<file path="config.mk">
export PLATFORM = sky130hd
export DESIGN_NAME = countdown_arbiter
export DESIGN_NICKNAME = d
export VERILOG_FILES = /design/src/rtl/countdown_arbiter.sv
export SDC_FILE = /design/constraint.sdc
export NUM_CORES = 1
export LEC_CHECK = 0
export ABC_CLOCK_PERIOD_IN_PS = 1700
export BUFFER_PORTS_ARGS = -buffer_cell sky130_fd_sc_hd__buf_2
export CAP_MARGIN = 20
export CORE_UTILIZATION = 40
export CTS_BUF_LIST = sky130_fd_sc_hd__clkbuf_16
export DETAILED_ROUTE_END_ITERATION = 8
export GPL_TIMING_DRIVEN = 0
export PLACE_DENSITY = 0.77
export SETUP_SLACK_MARGIN = 0.3
export SYNTH_ARGS = -nofsm -noshare
export SYNTH_HDL_FRONTEND = slang
export SYNTH_SLANG_ARGS = --single-unit
</file>
<file path="constraint.sdc">
create_clock -name clk -period 1.7 [get_ports clk]
set_clock_uncertainty 0.05 [all_clocks]
set_input_delay 0.085 -clock clk [delete_from_list [all_inputs] [get_ports clk]]
set_output_delay 0.085 -clock clk [all_outputs]
set_load 0.05 [all_outputs]
</file>
<file path="src/rtl/countdown_arbiter.sv">
// Round-robin owner of one shared loadable down counter.
// A winner is picked and its start value is loaded into the counter. The counter
// enable is gated by a prescaler until the count reaches zero. The owner then
// gets a one-cycle done pulse.
module countdown_arbiter #(
  parameter int NREQ  = 4,
  parameter int WIDTH = 4,
  parameter int DIV   = 1
) (
  input  logic                    clk,
  input  logic                    reset,
  input  logic [NREQ-1:0]         req,
  input  logic [NREQ*WIDTH-1:0]   req_value,
  input  logic                    pause,
  input  logic [WIDTH-1:0]        cnt_count,
  output logic                    cnt_load,
  output logic [WIDTH-1:0]        cnt_value,
  output logic                    cnt_enable,
  output logic [NREQ-1:0]         grant,
  output logic [$clog2(NREQ)-1:0] owner,
  output logic                    busy,
  output logic [NREQ-1:0]         done
);

  localparam int OW = $clog2(NREQ);
  localparam int SW = OW + 1;
  localparam int PW = (DIV > 1) ? $clog2(DIV) : 1;

  typedef enum logic [1:0] {
    S_IDLE,
    S_LOAD,
    S_RUN,
    S_DONE
  } state_t;

  state_t           state_q, state_d;
  logic [OW-1:0]    owner_q, owner_d;
  logic [OW-1:0]    last_owner_q, last_owner_d;
  logic [WIDTH-1:0] cnt_value_q, cnt_value_d;
  logic [PW-1:0]    prescaler_q, prescaler_d;

  // Candidates in rotation order: slot 0 is the requester right after the last owner.
  logic [NREQ*OW-1:0] cand_idx_flat;
  logic [NREQ-1:0]    cand_req;
  logic               pick_found;
  logic [OW-1:0]      pick_idx;
  logic [NREQ-1:0]    owner_onehot;
  logic               owner_req;
  logic               tick;

  for (genvar gi = 0; gi < NREQ; gi++) begin : g_cand
    logic [SW-1:0] sum;
    assign sum = SW'(last_owner_q) + SW'(gi + 1);
    assign cand_idx_flat[gi*OW +: OW] = (sum >= SW'(NREQ)) ? OW'(sum - SW'(NREQ)) : OW'(sum);
    assign cand_req[gi] = req[cand_idx_flat[gi*OW +: OW]];
  end

  assign owner_onehot = NREQ'(1) << owner_q;
  assign owner_req    = req[owner_q];
  assign tick         = (prescaler_q == PW'(DIV - 1));
  assign owner        = owner_q;
  assign cnt_value    = cnt_value_q;

  // Pick the earliest requesting candidate in rotation order.
  always_comb begin
    pick_found = 1'b0;
    pick_idx   = '0;
    for (int k = NREQ - 1; k >= 0; k--) begin
      if (cand_req[k]) begin
        pick_found = 1'b1;
        pick_idx   = cand_idx_flat[k*OW +: OW];
      end
    end
  end

  // Next-state logic and the outputs decoded from the current state.
  always_comb begin
    state_d      = state_q;
    owner_d      = owner_q;
    last_owner_d = last_owner_q;
    cnt_value_d  = cnt_value_q;
    prescaler_d  = prescaler_q;
    cnt_load     = 1'b0;
    cnt_enable   = 1'b0;
    grant        = '0;
    done         = '0;
    busy         = 1'b1;
    case (state_q)
      S_IDLE: begin
        busy = 1'b0;
        if (pick_found) begin
          owner_d     = pick_idx;
          cnt_value_d = req_value[pick_idx*WIDTH +: WIDTH];
          state_d     = S_LOAD;
        end
      end
      S_LOAD: begin
        grant       = owner_onehot;
        cnt_load    = 1'b1;
        prescaler_d = '0;
        if (!owner_req) begin
          // An abandoned grant still counts as a turn, so the rotation moves on.
          last_owner_d = owner_q;
          state_d      = S_IDLE;
        end else begin
          state_d = S_RUN;
        end
      end
      S_RUN: begin
        grant = owner_onehot;
        if (!owner_req) begin
          last_owner_d = owner_q;
          state_d      = S_IDLE;
        end else begin
          // Stop the enable at zero so the counter never wraps to all-ones.
          cnt_enable = tick && !pause && (cnt_count != '0);
          if (!pause) begin
            prescaler_d = tick ? '0 : prescaler_q + 1'b1;
          end
          if (cnt_count == '0) begin
            state_d = S_DONE;
          end
        end
      end
      S_DONE: begin
        grant        = owner_onehot;
        done         = owner_onehot;
        last_owner_d = owner_q;
        state_d      = S_IDLE;
      end
      default: state_d = S_IDLE;
    endcase
  end

  // State register with asynchronous active-low clear.
  always_ff @(posedge clk or negedge reset) begin
    if (!reset) begin
      state_q      <= S_IDLE;
      owner_q      <= '0;
      last_owner_q <= OW'(NREQ - 1);
      cnt_value_q  <= '0;
      prescaler_q  <= '0;
    end else begin
      state_q      <= state_d;
      owner_q      <= owner_d;
      last_owner_q <= last_owner_d;
      cnt_value_q  <= cnt_value_d;
      prescaler_q  <= prescaler_d;
    end
  end

endmodule

</file>
# Yosys cells after proc, flatten, opt, wreduce, memory -nomap -nowiden
# Index checks and enable logic that the tools add are counted.
[word_totals]
register_bits = 11
latch_bits = 0
mem_bits_rw = 0
mem_bits_ro = 0
input_bits = 27
out_inout_bits = 17
word_cells = 87
mem_count = 0
[op_classes]
addsub = 9
multipliers = 0
div = 0
order_cmp = 9
eq_ne = 8
shifts = 2
muxes = 39
n_bitwise = 1
n_reduce_logical = 14
[op_table]
columns = ["operator", "count"]
rows = [
  ["$mux 2", 13],
  ["$mux 1", 16],
  ["$shiftx 16x5->4", 1],
  ["$lt 2x3->1 const B", 5],
  ["$ge 3x3->1 const B", 4],
  ["$bmux 1 s2", 5],
  ["$mux 4", 2],
  ["$ne 2x2->1 const B", 4],
  ["$pmux 2 s4", 1],
  ["$sub 2x1->2 const B", 4],
  ["$add 2x2->3 const B", 2],
  ["$reduce_and 2->1", 3],
  ["$eq 2x2->1 const B", 2],
  ["$logic_not 4->1", 1],
  ["$pmux 2 s2", 1],
  ["$reduce_bool 2->1", 2],
  ["$reduce_bool 4->1", 1],
  ["$shl 1x2->4 const A", 1],
  ["$add 2x1->3 const B", 1],
  ["$add 2x3->3 const B", 1],
  ["$ne 3x3->1 const B", 1],
  ["$reduce_and 3->1", 1],
  ["$reduce_or 3->1", 1],
  ["$eq 2x1->1 const B", 1],
  ["other kinds (7)", 8],
]

# Logic depth before layout (Yosys ltp)
[logic_depth]
depth_word = 11
depth_mapped = 7
ltp_nobuf = 6

# Worst setup path before layout
# No wires, ideal clock.
[synth_path]
path_type = "reg-to-output"
startpoint = "reg owner_q[1] (netlist: owner[1])"
endpoint = "out grant[2]"
t_arrival_ns = 2.104
t_required_ns = 1.565
path_slack_ns = -0.539
path_stages_with_launch = 3
path_buffers = 1
cell_sequence = "dfrtp_1 clkbuf_1 nor3b_1"
[synth_via]
elab_chain_len = 2
[synth_lines]
columns = ["item", "line_no", "source"]
rows = [
  ["start, declared", "37", "logic [OW-1:0] owner_q, owner_d;"],
  ["start signal, assigned", "145", "owner_q <= owner_d;"],
  ["$shl 1x2->4", "58", "assign owner_onehot = NREQ'(1) << owner_q;"],
  ["$mux 4", "88", "case (state_q)"],
  ["end, declared", "19", "output logic [NREQ-1:0] grant,"],
]
# Every way passes these cells.

# Worst setup path in the final report
[layout_path]
startpoint = "reg owner_q[1] (netlist: owner[1])"
endpoint = "reg last_owner_q[1]"
[layout_via]
elab_chain_len = 4
elab_cells_between_ends = 6
classes_between = "eq/ne: 1; mux: 4; reduce/logical: 1"
[layout_lines]
columns = ["item", "line_no", "source"]
rows = [
  ["$bmux 1 s2", "59", "assign owner_req = req[owner_q];"],
  ["$mux 1 (implied by the code)", "59", ""],
  ["$ne 2x2->1 (no line)", "-", ""],
  ["$reduce_and 2->1 (no line)", "-", ""],
  ["end signal, assigned", "140", "last_owner_q <= OW'(NREQ - 1);"],
  ["end signal, assigned", "146", "last_owner_q <= last_owner_d;"],
  ["end, declared", "38", "logic [OW-1:0] last_owner_q, last_owner_d;"],
]
# Parallel ways exist; a longest one is shown, timed or not. The select of a mux whose other input is x is not followed.
# A chain may end at the register's enable or synchronous reset.

==> impl_metrics.ini <==
[worst_setup_path]
regToRegSetupSlack_ns = 0.03
critical_path_buf_inv_count = 1
setup_crit_end_kind = flop
path_delay_family = multiplexers
cp-start-kind = flop
crit_path_cell_trace = mux4_2 > buf_4 > a21oi_4 > mux2_2
critical_path_arrival_ns = 1.78
r2r_cells = 4
cpMaxStageDelayCell = sky130_fd_sc_hd__mux4_2
timing.setup.critical_path_class = flop to flop
crit_fanout = 3
critical_path.max_stage_delay_ns = 0.52
timing.critical_path.required_ns = 1.81
timing.rr.end = last_owner_q[1]$_DFFE_PN1P_
reg2reg_from = owner[1]$_DFFE_PN0P_

[placement]
count_of_input_and_output_buffers = 43
finalWeightedCongestion = 0.701
post-dp-hpwl_um = 1620
pre_cts_ws_ns = 0.00637

[timing]
setup_viol = 0
slew_viol_final = 0
fin_setup_tns_ns = 0
post-route-worst-setup-slack_ns = 0.0287
achievable-frequency_mhz = 598
max_slew.worst_pin.slew_ns = 0.377
final_worst_path_cycle_share = 0.983
post-route-min-period_ns = 1.67
whs_ns = 0.130
rsz_0062_raised_after_global_routing = true
slew_headroom = 0.746
timing.final.hold_violations = 0

[logic_synthesis]
synth_cell_type_count = 40
yosysSeqAreaShare = 0.291
synth_area_per_cell_um2 = 9.88
mappedNetlistNets = 119
postSynthRegisterBits = 10
number_of_flops_mapped_to_enable_cells_by_yosys = 0
postSynth.topFlopCell = sky130_fd_sc_hd__dfrtp_1
netlist_instances = 88
yosysWarnings = 0
asyncSetResetFlopFracSynth = 1.00
post_synth_instance_area_um2 = 870

[die]
floorplan.die.width_um = 48.6
floorplan.initialDensity = 0.434
pin_count = 44
fp.dieArea_um2 = 2360
placeableCoreArea_um2 = 2000
die_h_um = 48.6
row_count = 16

[cells_and_area]
finalNetCount = 180
layout.cells.most_common = sky130_fd_sc_hd__buf_2
area_growth_pct = 77.1
mostFrequentLayoutCells = sky130_fd_sc_hd__buf_2, sky130_fd_sc_hd__buf_4, sky130_fd_sc_hd__buf_6
fraction_of_layout_instances_using_a_drive_strength_above_1 = 0.676
insertedDiodeCount = 0

[routing]
wire_per_inst_um = 14.4
detail_route.vias_per_cell = 5.36
vias = 938
drt-pass1-iter-count = 4
drt_iter0_markers = 7
finalWirelength_um = 2520
drcViolationCount = 0
antenna_violating_nets_post_route = 0

[hold_path]
worstHoldPathType = input pin to flop
worstHoldPathCells = 3
whs_endpoint = cnt_value[3]$_DFFE_PN0P_
timing.hold.worst.start = req_value[7]

[power_and_ir_drop]
switching_share = 0.473
vdd.ir_drop.worst_mv = 1.52
power.net_switching_uw = 1470
pwr-share-comb = 0.716
total_power_divided_by_cell_area_nw_per_um2 = 2020
sequentialPowerShare = 0.152
post-layout-total-power_uw = 3120
total_leakage_power_uw = 0.000710
clkPwrFrac = 0.132
p_int_uw = 1640

[status]
outcome = completed

[global_route]
antenna_found_initial = 0
grt_first_pass_wirelength_um = 3790
grt.total_usage = 0.198
pin_count_of_the_biggest_net_entering_global_routing = 11
globalRouteOverflowTotal = 0
first_global_vias = 865

[clock_tree]
cts_buffer_depth = 2
clock_transition_at_path_regs_ns = 0.04
cts_buffers = 3
clock_tree.htree_level_count = 1
clockRootBuffer = sky130_fd_sc_hd__clkbuf_16
cts_sinks = 10
clkLatencyLatePin_ns = 0.23
cts_tree = yes

[flow_run]
timing.max_cap.violations = 0
-- synth_stat cells, types with 3 or more instances --
cell type / instances / area, um2
sky130_fd_sc_hd__dfrtp_1: 8 / 200
sky130_fd_sc_hd__o211ai_1: 3 / 22.5
sky130_fd_sc_hd__nor3b_1: 3 / 22.5
sky130_fd_sc_hd__nor2_1: 4 / 15.0
sky130_fd_sc_hd__ha_1: 4 / 50.1
sky130_fd_sc_hd__inv_1: 6 / 22.5
sky130_fd_sc_hd__and3b_1: 3 / 26.3
sky130_fd_sc_hd__nand2_1: 5 / 18.8
sky130_fd_sc_hd__o31a_2: 3 / 30.0
sky130_fd_sc_hd__mux2i_1: 4 / 40.0
sky130_fd_sc_hd__and4_1: 3 / 26.3
sky130_fd_sc_hd__o21ai_0: 7 / 35.0
-- metrics by stage --
| stage | util | std cells | cell area [um2] |
|---|---|---|---|
| 3_3_place_gp | 0.590 | 158 | 1180 |
| 3_5_place_dp | 0.590 | 158 | 1180 |
| 5_1_grt | 0.769 | 175 | 1540 |
| 2_1_floorplan | - | 88 | 932 |
| 4_1_cts | 0.676 | 168 | 1350 |
| 6_report | 0.769 | 175 | 1540 |
-- worst min-delay path, cell delays in order --
cell	delay, ns
sky130_fd_sc_hd__buf_2	0.07
sky130_fd_sc_hd__mux2i_1	0.05
sky130_fd_sc_hd__o211ai_1	0.16
-- registers in the layout, indices dropped and copies added (netlist names) --
name          count
cnt_value         4
last_owner_q      2
owner             2
state_q           2
-- cell families after synthesis --
kind of cell | synth area share
AO/OA/AOI/OAI | 0.240
multiplexers | 0.102
buffers and inverters | 0.0475
flip-flops | 0.291
adder cells (fa/ha/maj) | 0.0576
AND/OR/NAND/NOR | 0.262
-- routing by layer --
metal | track usage | wire length [um] | vias up
li1 | - | - | 453
met1 | 0.242 | 975 | 440
met2 | 0.375 | 1370 | 39
met3 | 0.0189 | 108 | 6
met4 | 0.0294 | 59 | 0
met5 | 0 | 0 | -
-- how the worst max path moves through the flow --
stage | from | end | slack, ns | depth (start not counted)
final | owner[1]$_DFFE_PN0P_ | last_owner_q[1]$_DFFE_PN1P_ | 0.03 | 4
after global routing | owner[1]$_DFFE_PN0P_ | state_q[1]$_DFFE_PN0P_ | -0.05 | 5
after CTS | owner[1]$_DFFE_PN0P_ | cnt_enable | 0.03 | 5
after detailed placement | last_owner_q[0]$_DFFE_PN1P_ | cnt_value[1]$_DFFE_PN0P_ | 0.006 | 5
after global placement | last_owner_q[0]$_DFFE_PN1P_ | cnt_value[1]$_DFFE_PN0P_ | 0.03 | 5
after floorplan | owner[1]$_DFFE_PN0P_ | last_owner_q[0]$_DFFE_PN1P_ | -0.06 | 3
-- layout make-up --
type	count	area, um2
well taps	27	33.8
inverters	6	26.3
clock inverters	1	3.75
plain buffers	3	23.8
fillers	132	462
multi-input cells	69	699
repair buffers	56	423
flip-flops and latches	10	255
clock buffers	3	75.1
-- power groups by stage --
| stage | logic, uW | clock network [uW] | registers [uW] |
|---|---|---|---|
| after floorplan | 1100 | 0 | 717 |
| after global placement | 1620 | 0 | 483 |
| after detailed placement | 1650 | 0 | 491 |
| after CTS | 1860 | 415 | 468 |
| after global routing | 2360 | 428 | 487 |
| final | 2230 | 412 | 474 |
-- repair_timing --
item,in CTS,in global routing
hold buffers,1,0
buffers inserted,5,7
resized for setup,16,42
endpoints found under the hold margin,10,0
pin swaps,7,3
endpoints found under the setup margin,20,20
Note: power is estimated with default switching activity, not from simulation.
